`src/rtl/dram_ctrl.sv`:
```
// Single-word DRAM controller: takes one bus request at a time and sequences
// PRE/ACT/READ/WRITE on the DRAM pins with programmable gaps, keeping the last row open.
module dram_ctrl #(
  parameter int T_RCD      = 5,
  parameter int T_RP       = 5,
  parameter int T_WR       = 5,
  parameter int RD_TIMEOUT = 64
) (
  input  logic        cpu_clk,
  input  logic        cpu_rst,
  input  logic        req_valid,
  output logic        req_ready,
  input  logic        req_we,
  input  logic [3:0]  req_strb,
  input  logic [20:0] req_addr,
  input  logic [31:0] req_wdata,
  output logic        rsp_valid,
  output logic [31:0] rsp_rdata,
  output logic        rsp_err,
  output logic        DRAM_CSn,
  output logic        DRAM_RASn,
  output logic        DRAM_CASn,
  output logic [3:0]  DRAM_WEn,
  output logic [10:0] DRAM_A,
  output logic [31:0] DRAM_D,
  input  logic        DRAM_valid,
  input  logic [31:0] DRAM_Q
);
  localparam int MAX_AB = (T_RCD > T_RP) ? T_RCD : T_RP;
  localparam int MAX_CD = (T_WR > RD_TIMEOUT) ? T_WR : RD_TIMEOUT;
  localparam int MAX_T  = (MAX_AB > MAX_CD) ? MAX_AB : MAX_CD;
  localparam int CW     = $clog2(MAX_T) + 1;

  // Counters hold (cycles - 1); the last wait cycle is the one with cnt == 0.
  // The read timeout loads one less because its response leaves through a register.
  localparam logic [CW-1:0] RP_LOAD  = CW'(T_RP - 1);
  localparam logic [CW-1:0] RCD_LOAD = CW'(T_RCD - 1);
  localparam logic [CW-1:0] WR_LOAD  = CW'(T_WR - 1);
  localparam logic [CW-1:0] RD_LOAD  = CW'(RD_TIMEOUT - 2);
  localparam logic [CW-1:0] CNT_ONE  = CW'(1);

  typedef enum logic [2:0] {
    S_IDLE, S_PRE, S_PRE_WAIT, S_ACT, S_ACT_WAIT, S_RW, S_RD_WAIT, S_WR_WAIT
  } state_t;

  state_t        state, state_next;
  logic [CW-1:0] cnt;
  logic          row_open;
  logic [10:0]   open_row;
  logic          we_q;
  logic [3:0]    strb_q;
  logic [20:0]   addr_q;
  logic [31:0]   wdata_q;

  logic          handshake;
  logic          cur_we;
  logic [3:0]    cur_strb;
  logic [20:0]   cur_addr;
  logic [31:0]   cur_wdata;

  logic          ready_d, rsp_valid_d, rsp_err_d;
  logic [31:0]   rsp_rdata_d;
  logic          csn_d, rasn_d, casn_d;
  logic [3:0]    wen_d;
  logic [10:0]   a_d;
  logic [31:0]   d_d;

  assign handshake = req_valid && req_ready;

  // Commands leave the IDLE state in the same edge the request is latched.
  assign cur_we    = (state == S_IDLE) ? req_we    : we_q;
  assign cur_strb  = (state == S_IDLE) ? req_strb  : strb_q;
  assign cur_addr  = (state == S_IDLE) ? req_addr  : addr_q;
  assign cur_wdata = (state == S_IDLE) ? req_wdata : wdata_q;

  // NOTE: sequential state uses non-blocking assignments so every register samples pre-edge values.
  always_ff @(posedge cpu_clk or negedge cpu_rst) begin
    if (!cpu_rst) begin
      state    <= S_IDLE;
      cnt      <= '0;
      row_open <= 1'b0;
      open_row <= '0;
      we_q     <= 1'b0;
      strb_q   <= '0;
      addr_q   <= '0;
      wdata_q  <= '0;
    end else begin
      state <= state_next;
      if (state_next != state) begin
        case (state_next)
          S_PRE_WAIT: cnt <= RP_LOAD;
          S_ACT_WAIT: cnt <= RCD_LOAD;
          S_RD_WAIT:  cnt <= RD_LOAD;
          S_WR_WAIT:  cnt <= WR_LOAD;
          default:    cnt <= '0;
        endcase
      end else if (cnt != '0) begin
        cnt <= cnt - CNT_ONE;
      end
      if (state_next == S_ACT) begin
        row_open <= 1'b1;
        open_row <= cur_addr[20:10];
      end
      if (handshake) begin
        we_q    <= req_we;
        strb_q  <= req_strb;
        addr_q  <= req_addr;
        wdata_q <= req_wdata;
      end
    end
  end

  always_comb begin
    state_next = state;
    case (state)
      S_IDLE: begin
        if (handshake) begin
          if (!row_open)                          state_next = S_ACT;
          else if (req_addr[20:10] == open_row)   state_next = S_RW;
          else                                    state_next = S_PRE;
        end
      end
      S_PRE:      state_next = S_PRE_WAIT;
      S_PRE_WAIT: if (cnt == '0) state_next = S_ACT;
      S_ACT:      state_next = S_ACT_WAIT;
      S_ACT_WAIT: if (cnt == '0) state_next = S_RW;
      S_RW:       state_next = we_q ? S_WR_WAIT : S_RD_WAIT;
      S_RD_WAIT:  if (DRAM_valid || cnt == '0) state_next = S_IDLE;
      S_WR_WAIT:  if (cnt == '0) state_next = S_IDLE;
      default:    state_next = S_IDLE;
    endcase
  end

  // Pin values are decoded from the state being entered, so each command is
  // visible on the pins for exactly the one cycle its state lasts.
  always_comb begin
    // NOTE: every output gets a default first so no path leaves a latch behind.
    ready_d     = (state == S_IDLE) && (state_next == S_IDLE);
    csn_d       = 1'b1;
    rasn_d      = 1'b1;
    casn_d      = 1'b1;
    wen_d       = 4'hF;
    a_d         = DRAM_A;
    d_d         = DRAM_D;
    rsp_valid_d = 1'b0;
    rsp_rdata_d = rsp_rdata;
    rsp_err_d   = rsp_err;
    case (state_next)
      S_PRE: begin
        csn_d  = 1'b0;
        rasn_d = 1'b0;
        wen_d  = 4'h0;
      end
      S_ACT: begin
        csn_d  = 1'b0;
        rasn_d = 1'b0;
        a_d    = cur_addr[20:10];
      end
      S_RW: begin
        csn_d  = 1'b0;
        casn_d = 1'b0;
        a_d    = {1'b0, cur_addr[9:0]};
        if (cur_we) begin
          wen_d = ~cur_strb;
          d_d   = cur_wdata;
        end
      end
      default: ;
    endcase
    if (state == S_RD_WAIT && DRAM_valid) begin
      rsp_valid_d = 1'b1;
      rsp_rdata_d = DRAM_Q;
      rsp_err_d   = 1'b0;
    end else if (state == S_RD_WAIT && cnt == '0) begin
      rsp_valid_d = 1'b1;
      rsp_rdata_d = '0;
      rsp_err_d   = 1'b1;
    end else if (state == S_WR_WAIT && cnt == '0) begin
      rsp_valid_d = 1'b1;
      rsp_err_d   = 1'b0;
    end
  end

  always_ff @(posedge cpu_clk or negedge cpu_rst) begin
    if (!cpu_rst) begin
      req_ready <= 1'b0;
      rsp_valid <= 1'b0;
      rsp_rdata <= '0;
      rsp_err   <= 1'b0;
      DRAM_CSn  <= 1'b1;
      DRAM_RASn <= 1'b1;
      DRAM_CASn <= 1'b1;
      DRAM_WEn  <= 4'hF;
      DRAM_A    <= '0;
      DRAM_D    <= '0;
    end else begin
      req_ready <= ready_d;
      rsp_valid <= rsp_valid_d;
      rsp_rdata <= rsp_rdata_d;
      rsp_err   <= rsp_err_d;
      DRAM_CSn  <= csn_d;
      DRAM_RASn <= rasn_d;
      DRAM_CASn <= casn_d;
      DRAM_WEn  <= wen_d;
      DRAM_A    <= a_d;
      DRAM_D    <= d_d;
    end
  end

endmodule

```
`config.mk`:
```
export PLATFORM = sky130hd
export DESIGN_NAME = dram_ctrl
export DESIGN_NICKNAME = d
export VERILOG_FILES = /design/src/rtl/dram_ctrl.sv
export SDC_FILE = /design/constraint.sdc
export NUM_CORES = 1
export LEC_CHECK = 0
export BUFFER_PORTS_ARGS = -buffer_cell sky130_fd_sc_hd__buf_2
export CAP_MARGIN = 20
export CELL_PAD_IN_SITES_DETAIL_PLACEMENT = 1
export CELL_PAD_IN_SITES_GLOBAL_PLACEMENT = 1
export CORE_UTILIZATION = 45
export CTS_BUF_LIST = sky130_fd_sc_hd__clkbuf_16
export DETAILED_ROUTE_END_ITERATION = 7
export PLACE_DENSITY_LB_ADDON = 0.2
export SYNTH_ARGS = -nofsm -noshare
export SYNTH_HDL_FRONTEND = slang
export SYNTH_SLANG_ARGS = --single-unit
```
`constraint.sdc`:
```
create_clock -name cpu_clk -period 4.7 [get_ports cpu_clk]
set_clock_uncertainty 0.15 [all_clocks]
set_input_delay 0 -clock cpu_clk [delete_from_list [all_inputs] [get_ports cpu_clk]]
set_output_delay 0 -clock cpu_clk [all_outputs]
set_load 0.05 [all_outputs]
```
==> results of run 1 <==
-- path summary, 6_finish.rpt --
| kind | end | startpoint |
|---|---|---|
| min in group asynchronous | DRAM_CASn | cpu_rst |
| worst max-delay path | DRAM_A[7] | cnt[0] |
| worst min-delay path | rsp_rdata[20] | DRAM_Q[20] |
| worst min register to register | DRAM_D[26] | DRAM_D[26] |
| max in group asynchronous | rsp_rdata[6] | cpu_rst |
| worst max register to register | DRAM_A[7] | cnt[0] |
-- cells by family after synthesis --
group                      after synthesis
DFF                                    165
buffers and inverters                   43
xor gates and xnor gates                16
muxes                                   91
adders and majority gates                1
AOI/OAI and AO/OA                      132
and+or+nand+nor                        144
-- cell usage after synthesis, types with 2 or more instances --
cell      number
dfstp_2        7
o221ai_1       2
nand2_1       99
o21a_1         2
mux2i_1       33
nor2b_1        3
nand2b_1       3
dfrtp_1      158
o211ai_2       2
inv_1          6
nand3_1        3
clkbuf_1      26
a221o_1       10
a22o_1        32
o22a_1         2
or4b_1         2
xnor2_1       15
and2_1         2
nor2_1        14
or3_1          3
nor3_1         3
nand4_1        2
a21o_1        12
nor3b_1        3
mux2_2        58
o21ai_0       44
buf_1          3
buf_2          6
a21oi_1       21
-- through the flow --
| stage | cells | setup WS, ns |
|---|---|---|
| floorplan | 592 | 2.147 |
| global placement | 928 | 1.440 |
| detailed placement | 929 | 1.096 |
| CTS | 1054 | 1.088 |
| global route | 1054 | 0.8971 |
| finish | 1054 | 1.098 |
-- repair_timing --
action	4_1_cts	5_1_grt
hold buffers	94	0
hold endpoints to repair	205	0
gates resized for setup	0	0
endpoints found under the setup margin	0	0
-- area by class of cell --
class                   count  share of cell area (%)
multi-input cells         384                   28.30
well taps                 188                   2.458
clock inverters            14                   1.216
inverters                   6                  0.2354
clock buffers              17                   4.446
flip-flops and latches    165                   43.25
repair buffers            280                   20.10
-- power breakdown --
group	internal [µW]	leakage, µW	switching, µW	total (µW)
Clock	720	0.000248	586	1310
Sequential	2100	0.00204	459	2560
Combinational	1210	0.00241	2440	3660
-- worst max-delay path, stage by stage, from the launching register on --
cell and delay, ns:
dfrtp_1 0.37, inv_1 0.09, ha_1 0.21, nor3b_1 0.51, nand2_1 0.28, o211ai_2 0.43, or3_1 0.71, o21a_1 0.54
a221o_1 0.25
-- placed cells by master (no fill, tap or decap), types with 10 or more instances in the layout --
cell type / instances
buf_2: 177
dfrtp_1: 158
nand2_1: 99
dlygate4sd3_1: 93
mux2_2: 58
o21ai_0: 44
mux2i_1: 33
a22o_1: 32
a21oi_1: 21
clkbuf_16: 17
xnor2_1: 15
nor2_1: 13
a21o_1: 12
a221o_1: 10
-- per-layer routing --
layer	track usage [%]	up-vias
met2	50.18	128
met1	32.61	2944
met5	0	-
li1	-	2604
met3	6.495	35
met4	9.594	0
-- state kept, by name, summed over array words and instances, names as in the netlist, 3 cells and up --
| signal | flops |
|---|---|
| addr_q | 21 |
| open_row | 11 |
| strb_q | 4 |
| rsp_rdata | 32 |
| cnt | 7 |
| state | 3 |
| wdata_q | 32 |
| DRAM_WEn | 4 |
| DRAM_D | 32 |
| DRAM_A | 11 |
==> results.yml, run 1 <==
global_routing:
  grt_antenna_before_repair: 0
  grt_pass1_wl_um: 34090
  first_global_vias: 6315
  grt-ovfl-total: 0
  grt_max_degree: 58
  gr-usage-all-layers_pct: 27.85
sta:
  fin_crit_sh_pct: 76.64
  finalMaxSlewViolations: 0
  setup_viol: 0
  min_period_ns: 3.602
  worstMarginPinSlew_ns: 1.041
  hold_viol: 0
  rsz0062_at_grt: "no"
  maxSlewHeadroom_pct: 30.58
  max_freq_mhz: 277.6
  hold_ws_ns: 0.1937
  fin_tns_setup_ns: 0
pwr:
  max-vdd-ir-drop_mv: 0.3944
  p_leak_uw: 0.004697
  design_power_total_uw: 7524
  p_per_area_mw_per_mm2: 786.3
synth:
  synthFlopType: "dfrtp_1"
  synthAdderAreaFrac_pct: 0.1787
  ys_ff_latch: 165
  synth_top_family_by_area: "multiplexers"
  synth_top_cell_area_share_pct: 56.48
  synth_area_leaders: "dfrtp_1 (56%), mux2_2 (9.3%), nand2_1 (5.3%)"
  synthMuxAreaShare_pct: 14.05
  synth_cells: 592
  post-synth-top-area-cell: "dfrtp_1"
  syn_nets: 687
  synth_xor_area_share_pct: 2.002
  synth_area_per_cell_um2: 11.83
  synth-simple-area-share_pct: 9.008
  synth_compound_area_share_pct: 13.08
  yosysSeqAreaShare_pct: 59.11
  synth_cell_types: 45
  yosys_warnings: 0
  async_reset_ff_share_pct: 100.0
  synth_edf_count: 0
  synth_area_mm2: 0.007000
placed_design:
  dp_hpwl_um: 12510
  gp_congestion: 0.8514
  io_buffers: 178
  place_area_mm2: 0.008068
worst_setup_path:
  critPathKind: "flip-flop to flip-flop"
  worst-path-max-fanout: 24
  start_kind: "flip-flop"
  rr_worst_depth: 8
  critPathRequiredTime_ns: 4.91
  cp-end-kind: "flip-flop"
  arrival_ns: 3.81
  rrSetupSlack_ns: 1.10
clocking:
  post-cts-setup-buffer-count: 0
  numCtsBuffers: 17
  cts_tree: "built"
  htree_num_levels: 4
  clockBufferDepth: 2
  root_buffer: "clkbuf_16"
  clock-sinks: 165
  clk_pin_slew_ns: 0.07
  clk_latency_ns: 0.42
floorplanning:
  die_y_um: 126.7
  dieArea_mm2: 0.01606
  initial_core_util_pct: 46.05
  fp.coreArea_mm2: 0.01520
  boundaryPins: 179
  fp-row-count: 45
  dieWidth_um: 126.7
layout:
  stdcell_area_mm2: 0.009568
  drive_gt1_share_pct: 33.60
  n_fill_cell: 1573
  regArea_mm2: 0.004138
  areaGrowthSynthToFinish_pct: 36.68
  num-nets-final: 949
  antenna_cells: 0
  multiInputGateArea_mm2: 0.002708
  post-route-util_pct: 62.94
drt:
  wl_met2_um: 11360
  drc: 0
  wl_met1_um: 8498
  num_vias: 5711
  drt_iter0_drc: 251
  routed_wl_um: 21260
  vias_per_cell: 5.418
  routedWlPerCell_um: 20.17
  top_layer: "met4"
  drt-pass1-iter-count: 4
  wl_met3_um: 853
  ant_nets: 0
worst_hold_path:
  hold_path.class: "input pin to flip-flop"
  min_path_cells: 3
outcome:
  run_status: "finished clean"
run:
  cap_violations: 0
(Power assumes the default switching activity.)
==> inputs of run 2 (changes only) <==
ABC_AREA = 1   (was unset)
CORE_UTILIZATION = 36   (was 45)
clock period = 3.3 ns   (was 4.7 ns; I/O delays follow)
==> run 2 against run 1 <==
Combinational power grew 50%. Global-route usage shrank 5.8 points. Sequential share of layout area shrank 2.9 points. Count of clock-buffer cells in the layout is the same. Die area grew 35%. Non-clock buffer count grew 2. Clock power grew 59%. Critical path type unchanged. Critical endpoint is now DRAM_D[2]. Largest power group unchanged.
==> results.yml, run 2 <==
outcome:
  run_status: "finished clean"
layout:
  num-nets-final: 1278
  multiInputGateArea_mm2: 0.002861
  final_cell_mix: "nand2_1 (286), buf_2 (177), dfrtp_1 (158)"
  areaGrowthSynthToFinish_pct: 34.82
  n_fill_cell: 2489
  regArea_mm2: 0.004138
  top_regs: "DRAM_D x32, rsp_rdata x32, wdata_q x32"
  layout_commonest_cell: "nand2_1"
  drive_gt1_share_pct: 20.90
  stdcell_area_mm2: 0.01025
synth:
  synth_area_leaders: "dfrtp_1 (52%), nand2_1 (14%), o21ai_0 (9.7%)"
  synth_area_mm2: 0.007604
  async_reset_ff_share_pct: 100.0
  synthFlopType: "dfrtp_1"
  post-synth-top-area-cell: "dfrtp_1"
  syn_nets: 1029
  yosys_warnings: 0
  synth_edf_count: 0
  ys_ff_latch: 165
  synth_cell_types: 35
  synth_top_cell_area_share_pct: 52.00
  synth_cells: 934
  synth.top_cells.by_count: "nand2_1 (288), dfrtp_1 (158), o21ai_0 (147)"
  synth_area_per_cell_um2: 8.141
  yosysSeqAreaShare_pct: 54.42
  yosysMostFrequentCell: "nand2_1"
clocking:
  clk_pin_slew_ns: 0.07
  htree_num_levels: 4
  post-cts-setup-buffer-count: 0
  clockBufferDepth: 2
  cts_tree: "built"
  clk_latency_ns: 0.42
  numCtsBuffers: 17
  root_buffer: "clkbuf_16"
  clock-sinks: 165
global_routing:
  grt_max_degree: 117
  grt-ovfl-total: 0
  grt_pass1_wl_um: 37920
  grtUsageMet2_pct: 36.49
  gr-max-usage-layer: "met2"
  gr-usage-met1_pct: 29.02
  use_met3_pct: 4.224
  first_global_vias: 7428
  grt_antenna_before_repair: 1
  gr-usage-all-layers_pct: 22.10
sta:
  hold_viol: 0
  fin_crit_sh_pct: 82.81
  fin_tns_setup_ns: 0
  rsz0062_at_grt: "no"
  finalMaxSlewViolations: 0
  worstMarginPinSlew_ns: 1.045
  max_freq_mhz: 365.9
  setup_viol: 0
  hold_ws_ns: 0.009835
  setup_ws_ns: 0.5673
  maxSlewHeadroom_pct: 30.32
  min_period_ns: 2.733
floorplanning:
  die_y_um: 147.3
  dieWidth_um: 147.3
  dieArea_mm2: 0.02171
  boundaryPins: 179
  fp-row-count: 52
  initial_core_util_pct: 37.10
  fp.coreArea_mm2: 0.02049
placed_design:
  place_area_mm2: 0.008703
  gp_congestion: 0.7769
  dp_hpwl_um: 14270
  io_buffers: 178
  post-place-ws_ns: 0.5383
drt:
  routed_wl_um: 22640
  vias_per_cell: 4.787
  drt-pass1-iter-count: 4
  routedWlPerCell_um: 15.43
  num_vias: 7022
  ant_nets: 0
  drc: 0
  drt_iter0_drc: 245
pwr:
  max-vdd-ir-drop_mv: 0.4968
  p_leak_uw: 0.005481
  p_per_area_mw_per_mm2: 1076
  design_power_total_uw: 11030
worst_setup_path:
  cp_slowest_stage_delay_ns: 0.41
  critPathRequiredTime_ns: 3.46
  cp-end-kind: "flip-flop"
  arrival_ns: 2.89
  path_cells: "nor2_1 > nand2_4 > inv_1 > o21ai_0 > nand2_2 > nand3_2 > inv_4 > nand2_4 > buf_4 > o21ai_0 > nand2_1"
  cp_slowest_cell: "dfrtp_1"
  critPathKind: "flip-flop to flip-flop"
  rr_worst_depth: 11
  worst-path-max-fanout: 48
  start_kind: "flip-flop"
worst_hold_path:
  hold_path.class: "input pin to asynchronous set/reset pin"
run:
  cap_violations: 0
[run 2: power breakdown]
| group | internal (µW) | leakage [µW] | switching [µW] |
|---|---|---|---|
| sequential | 2960 | 0.00209 | 500 |
| combinational | 1410 | 0.00309 | 4070 |
| clock | 1260 | 0.000299 | 823 |
[run 2: worst paths after layout]
check | from | end | slack (ns)
max | state[2] | DRAM_D[2] | 0.57
min reg2reg | addr_q[3] | addr_q[3] | 0.33
max in group asynchronous | cpu_rst | wdata_q[25] | 2.00
max reg2reg | state[2] | DRAM_D[2] | 0.57
min | cpu_rst | DRAM_D[5] | 0.01
min in group cpu_clk | DRAM_Q[16] | rsp_rdata[16] | 0.19
[run 2: worst max-delay path: cells and delay by family, from the launching register on]
family | cells | cell delay [ns]
simple gates | 6 | 1.02
buf+inv | 3 | 0.61
flops | 1 | 0.41
compound gates | 2 | 0.38
[run 2: layer usage]
| metal | up-vias | share of wire (%) |
|---|---|---|
| met5 | - | 0 |
| met4 | 0 | 2.0 |
| met3 | 32 | 3.6 |
| met2 | 146 | 48 |
| met1 | 3364 | 46 |
| li1 | 3480 | - |
[run 2: timing repair]
| item | CTS | global route |
|---|---|---|
| resized for setup | 0 | 0 |
| hold endpoints to repair | 217 | 0 |
| hold buffers | 93 | 0 |
[run 2: logic make-up (layout without fill, tap and decap cells)]
| kind of cell | Yosys count | after routing | share of synthesized area (%) |
|---|---|---|---|
| fa+ha+maj | 1 | 1 | 0.1645 |
| buf+inv | 151 | 413 | 8.178 |
| other cells | 0 | 1 | 0 |
| simple gates | 438 | 438 | 24.83 |
| xor+xnor | 4 | 4 | 0.4608 |
| flops | 165 | 165 | 54.42 |
| compound gates | 175 | 175 | 11.95 |
[run 2: metrics by stage]
step           util, %  cells
2_1_floorplan        -    934
3_3_place_gp     42.47   1341
3_5_place_dp     42.47   1341
4_1_cts          50.01   1466
5_1_grt          50.02   1467
6_report         50.02   1467
[run 2: cell type report]
type / instances / area share [%]
inverters: 99 / 3.649
clock inverters: 15 / 1.843
diodes: 1 / 0.02441
multi-input cells: 618 / 27.91
repair buffers: 282 / 18.76
clock buffers: 17 / 4.150
flip-flops and latches: 165 / 40.36
well taps: 270 / 3.295
